`src/rtl/fifo_stream_pkg.sv`:
```
// Shared types and width helpers for the show-ahead FIFO stream drain.
// Latency: n/a (declarations only).
// Backpressure: n/a (declarations only).
package fifo_stream_pkg;

    typedef enum logic [1:0] {
        IDLE       = 2'd0,
        WAIT_BURST = 2'd1,
        DRAIN      = 2'd2
    } drain_state_t;

    // Framing flags carried alongside each buffered word.
    typedef struct packed {
        logic sop;
        logic eop;
    } frame_flags_t;

    localparam int SKID_DEPTH = 2;

    // Counter width able to hold 0..n-1, never narrower than one bit.
    function automatic int cnt_width(input int n);
        return (n <= 2) ? 1 : $clog2(n);
    endfunction

endpackage

```
`src/rtl/stream_skid_buf.sv`:
```
// Two-entry FIFO-ordered skid buffer between a push port and a valid/ready output.
// Latency: a pushed word is presented at the output on the next cycle.
// Backpressure: o_push_rdy drops only when both entries are full and the output is stalled.
module stream_skid_buf #(
    parameter int WIDTH = 8
) (
    input  logic             i_clk,
    input  logic             i_arst_n,
    input  logic             i_push_vld,
    input  logic [WIDTH-1:0] i_push_dat,
    output logic             o_push_rdy,
    output logic             o_pop_vld,
    output logic [WIDTH-1:0] o_pop_dat,
    input  logic             i_pop_rdy
);

    logic [WIDTH-1:0] r_head;
    logic [WIDTH-1:0] r_tail;
    logic [1:0]       r_occ;
    logic             w_push;
    logic             w_pop;

    assign o_pop_vld  = (r_occ != 2'd0);
    assign o_pop_dat  = r_head;
    // A full buffer still accepts a word when the head leaves this same cycle.
    assign o_push_rdy = (r_occ != 2'd2) || i_pop_rdy;
    assign w_pop      = o_pop_vld && i_pop_rdy;
    assign w_push     = i_push_vld && o_push_rdy;

    // Head always holds the oldest word; tail is only used when two are held.
    always_ff @(posedge i_clk or negedge i_arst_n) begin
        if (!i_arst_n) begin
            r_head <= '0;
            r_tail <= '0;
            r_occ  <= 2'd0;
        end else begin
            case (r_occ)
                2'd0: begin
                    if (w_push) begin
                        r_head <= i_push_dat;
                        r_occ  <= 2'd1;
                    end
                end
                2'd1: begin
                    if (w_push && w_pop) begin
                        r_head <= i_push_dat;
                    end else if (w_push) begin
                        r_tail <= i_push_dat;
                        r_occ  <= 2'd2;
                    end else if (w_pop) begin
                        r_occ  <= 2'd0;
                    end
                end
                default: begin
                    if (w_pop) begin
                        r_head <= r_tail;
                        if (w_push) begin
                            r_tail <= i_push_dat;
                        end else begin
                            r_occ  <= 2'd1;
                        end
                    end
                end
            endcase
        end
    end

endmodule

```
`src/rtl/fifo_stream_drain.sv`:
```
// Drains a show-ahead FIFO in bursts and emits the words as a framed valid/ready stream.
// Latency: word popped with rdreq in cycle N is valid on src_* in cycle N+1.
// Backpressure: src_ready_i low fills the 2-entry skid buffer, after which rdreq is withheld.
module fifo_stream_drain
    import fifo_stream_pkg::*;
#(
    parameter int DWIDTH          = 32,
    parameter int AWIDTH          = 4,
    parameter int PKT_LEN         = 8,
    parameter int BURST_THRESHOLD = 4,
    parameter int TIMEOUT         = 16
) (
    input  logic              clk_i,
    input  logic              arst_n_i,
    input  logic [DWIDTH-1:0] fifo_q_i,
    input  logic              fifo_empty_i,
    input  logic [AWIDTH:0]   fifo_usedw_i,
    output logic              fifo_rdreq_o,
    input  logic              flush_i,
    output logic [DWIDTH-1:0] src_data_o,
    output logic              src_valid_o,
    input  logic              src_ready_i,
    output logic              src_startofpacket_o,
    output logic              src_endofpacket_o,
    output logic              idle_o
);

    localparam int                WORD_W    = cnt_width(PKT_LEN);
    localparam int                TMO_W     = cnt_width(TIMEOUT);
    localparam logic [WORD_W-1:0] WORD_LAST = WORD_W'(PKT_LEN - 1);
    localparam logic [TMO_W-1:0]  TMO_LAST  = TMO_W'(TIMEOUT - 1);
    localparam logic [AWIDTH:0]   USEDW_THR = (AWIDTH + 1)'(BURST_THRESHOLD);
    localparam logic [AWIDTH:0]   USEDW_ONE = (AWIDTH + 1)'(1);

    typedef struct packed {
        logic [DWIDTH-1:0] data;
        frame_flags_t      flags;
    } skid_entry_t;

    localparam int ENTRY_W = $bits(skid_entry_t);

    drain_state_t      r_state;
    drain_state_t      w_state_nxt;
    logic [TMO_W-1:0]  r_tmo_cnt;
    logic [WORD_W-1:0] r_word_cnt;
    logic              w_room;
    logic              w_rdreq;
    logic              w_burst_ready;
    logic              w_tmo_hit;
    logic              w_src_vld;
    skid_entry_t       w_push_entry;
    skid_entry_t       w_head_entry;

    assign w_burst_ready = (fifo_usedw_i >= USEDW_THR);
    assign w_tmo_hit     = (r_tmo_cnt == TMO_LAST);
    // Pop only while draining, never from an empty FIFO, and only with skid room.
    assign w_rdreq       = (r_state == DRAIN) && !fifo_empty_i && w_room;
    assign fifo_rdreq_o  = w_rdreq;

    // Frame flags are decided at push time so they travel with the word.
    assign w_push_entry.data      = fifo_q_i;
    assign w_push_entry.flags.sop = (r_word_cnt == '0);
    assign w_push_entry.flags.eop = (r_word_cnt == WORD_LAST);

    // Next-state decision: burst start, partial-drain timeout, and drain completion.
    always_comb begin
        w_state_nxt = r_state;
        case (r_state)
            IDLE: begin
                if (!fifo_empty_i) begin
                    w_state_nxt = (w_burst_ready || flush_i) ? DRAIN : WAIT_BURST;
                end
            end
            WAIT_BURST: begin
                if (w_burst_ready || flush_i || w_tmo_hit) begin
                    w_state_nxt = DRAIN;
                end
            end
            DRAIN: begin
                if (fifo_empty_i || (w_rdreq && (fifo_usedw_i == USEDW_ONE))) begin
                    w_state_nxt = IDLE;
                end
            end
            default: begin
                w_state_nxt = IDLE;
            end
        endcase
    end

    // State register.
    always_ff @(posedge clk_i or negedge arst_n_i) begin
        if (!arst_n_i) begin
            r_state <= IDLE;
        end else begin
            r_state <= w_state_nxt;
        end
    end

    // Timeout counter runs only while staying in WAIT_BURST and clears on exit.
    always_ff @(posedge clk_i or negedge arst_n_i) begin
        if (!arst_n_i) begin
            r_tmo_cnt <= '0;
        end else if ((r_state == WAIT_BURST) && (w_state_nxt == WAIT_BURST)) begin
            r_tmo_cnt <= r_tmo_cnt + 1'b1;
        end else begin
            r_tmo_cnt <= '0;
        end
    end

    // Word position within the packet; survives across bursts and timeouts.
    always_ff @(posedge clk_i or negedge arst_n_i) begin
        if (!arst_n_i) begin
            r_word_cnt <= '0;
        end else if (w_rdreq) begin
            r_word_cnt <= (r_word_cnt == WORD_LAST) ? '0 : r_word_cnt + 1'b1;
        end
    end

    stream_skid_buf #(
        .WIDTH (ENTRY_W)
    ) u_skid (
        .i_clk      (clk_i),
        .i_arst_n   (arst_n_i),
        .i_push_vld (w_rdreq),
        .i_push_dat (w_push_entry),
        .o_push_rdy (w_room),
        .o_pop_vld  (w_src_vld),
        .o_pop_dat  (w_head_entry),
        .i_pop_rdy  (src_ready_i)
    );

    assign src_valid_o         = w_src_vld;
    assign src_data_o          = w_head_entry.data;
    assign src_startofpacket_o = w_src_vld && w_head_entry.flags.sop;
    assign src_endofpacket_o   = w_src_vld && w_head_entry.flags.eop;
    assign idle_o              = (r_state == IDLE) && !w_src_vld;

endmodule

```
`config.mk`:
```
export PLATFORM = sky130hd
export DESIGN_NAME = fifo_stream_drain
export DESIGN_NICKNAME = d
export VERILOG_FILES = /design/src/rtl/fifo_stream_pkg.sv /design/src/rtl/stream_skid_buf.sv /design/src/rtl/fifo_stream_drain.sv
export SDC_FILE = /design/constraint.sdc
export NUM_CORES = 1
export LEC_CHECK = 0
export ABC_AREA = 0
export BUFFER_PORTS_ARGS = -buffer_cell sky130_fd_sc_hd__buf_4
export CORE_ASPECT_RATIO = 0.8
export CORE_MARGIN = 8
export CORE_UTILIZATION = 25
export CTS_BUF_LIST = sky130_fd_sc_hd__clkbuf_16
export DETAILED_ROUTE_END_ITERATION = 10
export PLACE_DENSITY = 0.41
export SLEW_MARGIN = 10
export SYNTH_ARGS = -nofsm -noshare
export SYNTH_HDL_FRONTEND = slang
export SYNTH_SLANG_ARGS = --single-unit
```
`constraint.sdc`:
```
create_clock -name clk_i -period 3.15 [get_ports clk_i]
set_clock_uncertainty 0.1 [all_clocks]
set_input_delay 0.315 -clock clk_i [delete_from_list [all_inputs] [get_ports clk_i]]
set_output_delay 0.315 -clock clk_i [all_outputs]
set_load 0.005 [all_outputs]
```
==> run metrics <==
total via count after detailed routing 2201; final routed wirelength across all metal layers 7.87 mm; count of hold buffers inserted by post-cts repair 0; count of different cell masters after synthesis 34; HPWL after detailed placement 5.38 mm; number of buffers inserted by post-CTS setup repair 0; power density over cell area 870 nW/µm²; floorplan core area 14900 µm²; maximum fanout along the worst path 29; Min Clock Period, post-route 2.29 ns; Longest Clk Path Bufs 2; initial antenna violation count 0; required arrival time at the worst endpoint 3.26 ns; result of the run complete, but fails checks; worst slew margin relative to its limit 44.3%; area added between synthesis and finish 23.5%; type of the worst min-delay path input port to asynchronous set/reset pin; maxcap violations 0; fraction of final layout cells with drive strength greater than 1 59.8%; number of core rows 40; total overflow reported by the global router 0; routed length per placed instance 14.9 µm; maximum number of pins on one net before global-route repair 64; insertion delay of the later-clocked pin in the worst-skew pair 0.33 ns; peak ir drop on the vdd network 0.000330 V; height of the die 126 µm; standby leakage power 2.08 nW; CTS tree done; category of the worst setup path capture point flip-flop; count of final setup violators 0; Hold WS -0.00998 ns; clk sinks 79; Diodes inserted 0; count of H-tree levels built during CTS 3; TritonCTS buffer count 9; post-cts resize count 0; count of synthesis-stage warnings from yosys 0; I/O pin cnt 79; part of the Yosys area used for sequential elements 52.1%; vias in the first global route 2521; Die Outline Area 19400 µm²; net count of the finished layout 379; horizontal die dimension 154 µm; effective utilization at floorplan 25.4%; Total Negative Setup Slacks 0 ns; number of max-slew violations in the final report 0; Antenna Violating Nets Remaining 0; violations in the final reports hold timing; Total GRT Usage 8.66%; number of remaining DRC errors 0; worst slew pin tran 0.836 ns; first-pass GRT wire length 13.3 mm; Synth Area per Inst 13.5 µm²; instance count of the mapped netlist 282; portion of the clock cycle consumed by the worst path in the final layout 72.5%; number of register bits inferred by synthesis 79; Critical Path Source Type flip-flop; CTS clock-pin slew for the worst setup and hold paths 0.06 ns; count of port buffers added during placement 78; mean number of vias per cell 4.18; share of the core filled with cells 31.4%; number of placed instances with taps included 511; FMAX 0.438 GHz; cell at the root of the clock tree sky130_fd_sc_hd__clkbuf_16; Post-Synthesis Cell Area 3790 µm²; iteration-0 DRC count of the detailed router 52; Final Instance Count excl. Fillers 527; First-pass DRT Iterations 3; weighted congestion at the end of routability-driven global placement 0.667; RSZ-0062 raised after global routing no; synthesized netlist net count 328; data arrival at the endpoint of the critical path 2.39 ns; class of the most critical setup path flip-flop to flip-flop; Fin. Hold Viols 16
[flip-flops by register name (all words and copies together), names as in the netlist]
register / flops
u_skid.r_occ: 2
r_word_cnt: 3
r_tmo_cnt: 4
r_state: 2
u_skid.r_tail: 34
u_skid.o_pop_dat: 34
[metrics by stage]
step                      instance area [µm²]  worst slack, ns  total power, mW
after detailed placement                 4370            0.803             3.05
after global routing                     4690            0.691             4.38
after CTS                                4690            0.792             4.18
after global placement                   4370            0.831             3.02
after floorplan                          3790             1.14             2.70
final                                    4690            0.865             4.08
[final timing paths]
kind / from / endpoint / slack [ns] / cells after the start
max: u_skid.r_occ[1] / u_skid.o_pop_dat[33] / 0.86 / 4
min: arst_n_i / u_skid.o_pop_dat[7] / -0.01 / 1
max reg2reg: u_skid.r_occ[1] / u_skid.o_pop_dat[33] / 0.86 / 4
min reg2reg: r_tmo_cnt[0] / r_tmo_cnt[0] / 0.36 / 1
max in group asynchronous: arst_n_i / u_skid.r_tail[16] / 2.29 / 2
min in group clk_i: fifo_q_i[19] / u_skid.r_tail[21] / 0.12 / 2
[worst max-delay path, cell delays in order, from the launching register on]
cell                      delay, ns
sky130_fd_sc_hd__dfrtp_2       0.52
sky130_fd_sc_hd__nor2_1        0.52
sky130_fd_sc_hd__o22a_2        0.39
sky130_fd_sc_hd__buf_12        0.25
sky130_fd_sc_hd__mux2_2        0.36
[per-layer routing]
layer	track usage, %	wire (µm)	share of wire, %	up-vias
li1	-	-	-	1064
met1	10.7	3690	47	1077
met2	13.6	3620	46	50
met3	3.32	466	5.9	10
met4	2.93	105	1.3	0
met5	0	0	0	-
[layout by cell type (no fill, tap or decap), types with 2 or more instances in the layout]
cell,count
sky130_fd_sc_hd__clkbuf_16,9
sky130_fd_sc_hd__nand2b_1,2
sky130_fd_sc_hd__a21oi_1,3
sky130_fd_sc_hd__nor2b_1,2
sky130_fd_sc_hd__xor2_1,2
sky130_fd_sc_hd__ha_1,4
sky130_fd_sc_hd__nand2_1,2
sky130_fd_sc_hd__inv_1,8
sky130_fd_sc_hd__o21ai_0,2
sky130_fd_sc_hd__buf_12,2
sky130_fd_sc_hd__clkinv_1,3
sky130_fd_sc_hd__bufinv_16,2
sky130_fd_sc_hd__nand3_1,5
sky130_fd_sc_hd__nor3_1,4
sky130_fd_sc_hd__mux2_2,100
sky130_fd_sc_hd__dfrtp_1,78
sky130_fd_sc_hd__buf_4,82
sky130_fd_sc_hd__nor2_1,9
sky130_fd_sc_hd__mux2i_1,2
[power by group]
part           switching, mW  internal (mW)
Sequential             0.238           1.48
Clock                  0.402          0.687
Combinational          0.448          0.825
[cell type report]
cell class | count | area, µm²
multi-input cells | 151 | 1470
well taps | 189 | 236
clock buffers | 9 | 225
repair buffers | 84 | 656
inverters | 8 | 30.0
fillers | 1523 | 10200
clock inverters | 7 | 87.6
flip-flops and latches | 79 | 1980
[synthesized netlist by cell type]
| cell | instances | area (µm²) |
|---|---|---|
| sky130_fd_sc_hd__mux2i_1 | 2 | 20.0 |
| sky130_fd_sc_hd__clkbuf_2 | 1 | 5.00 |
| sky130_fd_sc_hd__xnor2_1 | 1 | 8.76 |
| sky130_fd_sc_hd__buf_6 | 3 | 33.8 |
| sky130_fd_sc_hd__o21ai_0 | 2 | 10.0 |
| sky130_fd_sc_hd__nor3_1 | 4 | 20.0 |
| sky130_fd_sc_hd__mux2_1 | 1 | 11.3 |
| sky130_fd_sc_hd__nor4_1 | 1 | 6.26 |
| sky130_fd_sc_hd__a41oi_1 | 1 | 8.76 |
| sky130_fd_sc_hd__buf_4 | 32 | 240 |
| sky130_fd_sc_hd__clkbuf_1 | 2 | 7.51 |
| sky130_fd_sc_hd__nor2b_1 | 2 | 12.5 |
| sky130_fd_sc_hd__o211ai_1 | 1 | 7.51 |
| sky130_fd_sc_hd__buf_2 | 5 | 25.0 |
| sky130_fd_sc_hd__ha_1 | 4 | 50.1 |
| sky130_fd_sc_hd__mux2_2 | 100 | 1130 |
| sky130_fd_sc_hd__nand4_1 | 1 | 6.26 |
| sky130_fd_sc_hd__a21oi_1 | 3 | 15.0 |
| sky130_fd_sc_hd__nor2_1 | 9 | 33.8 |
| sky130_fd_sc_hd__or2_2 | 1 | 6.26 |
| sky130_fd_sc_hd__inv_1 | 8 | 30.0 |
| sky130_fd_sc_hd__nor3_4 | 1 | 16.3 |
| sky130_fd_sc_hd__dfrtp_1 | 79 | 1980 |
| sky130_fd_sc_hd__o22a_1 | 1 | 8.76 |
| sky130_fd_sc_hd__a311o_1 | 1 | 10.0 |
| sky130_fd_sc_hd__nand3_1 | 5 | 25.0 |
| sky130_fd_sc_hd__nand2_1 | 2 | 7.51 |
| sky130_fd_sc_hd__or3b_1 | 1 | 8.76 |
| sky130_fd_sc_hd__and2_1 | 1 | 6.26 |
| sky130_fd_sc_hd__or3b_2 | 1 | 8.76 |
| sky130_fd_sc_hd__nand2b_1 | 2 | 12.5 |
| sky130_fd_sc_hd__buf_1 | 1 | 3.75 |
| sky130_fd_sc_hd__nor3b_1 | 1 | 7.51 |
| sky130_fd_sc_hd__xor2_1 | 2 | 17.5 |
[cell families after synthesis]
logic type | Yosys count | synth area share (%)
fa+ha+maj | 4 | 1.32
buf+inv | 52 | 9.10
compound gates | 9 | 1.58
simple gates | 32 | 4.68
flops | 79 | 52.1
xor+xnor | 3 | 0.693
mux | 103 | 30.5
No activity file was read; power rests on OpenSTA's default activity.
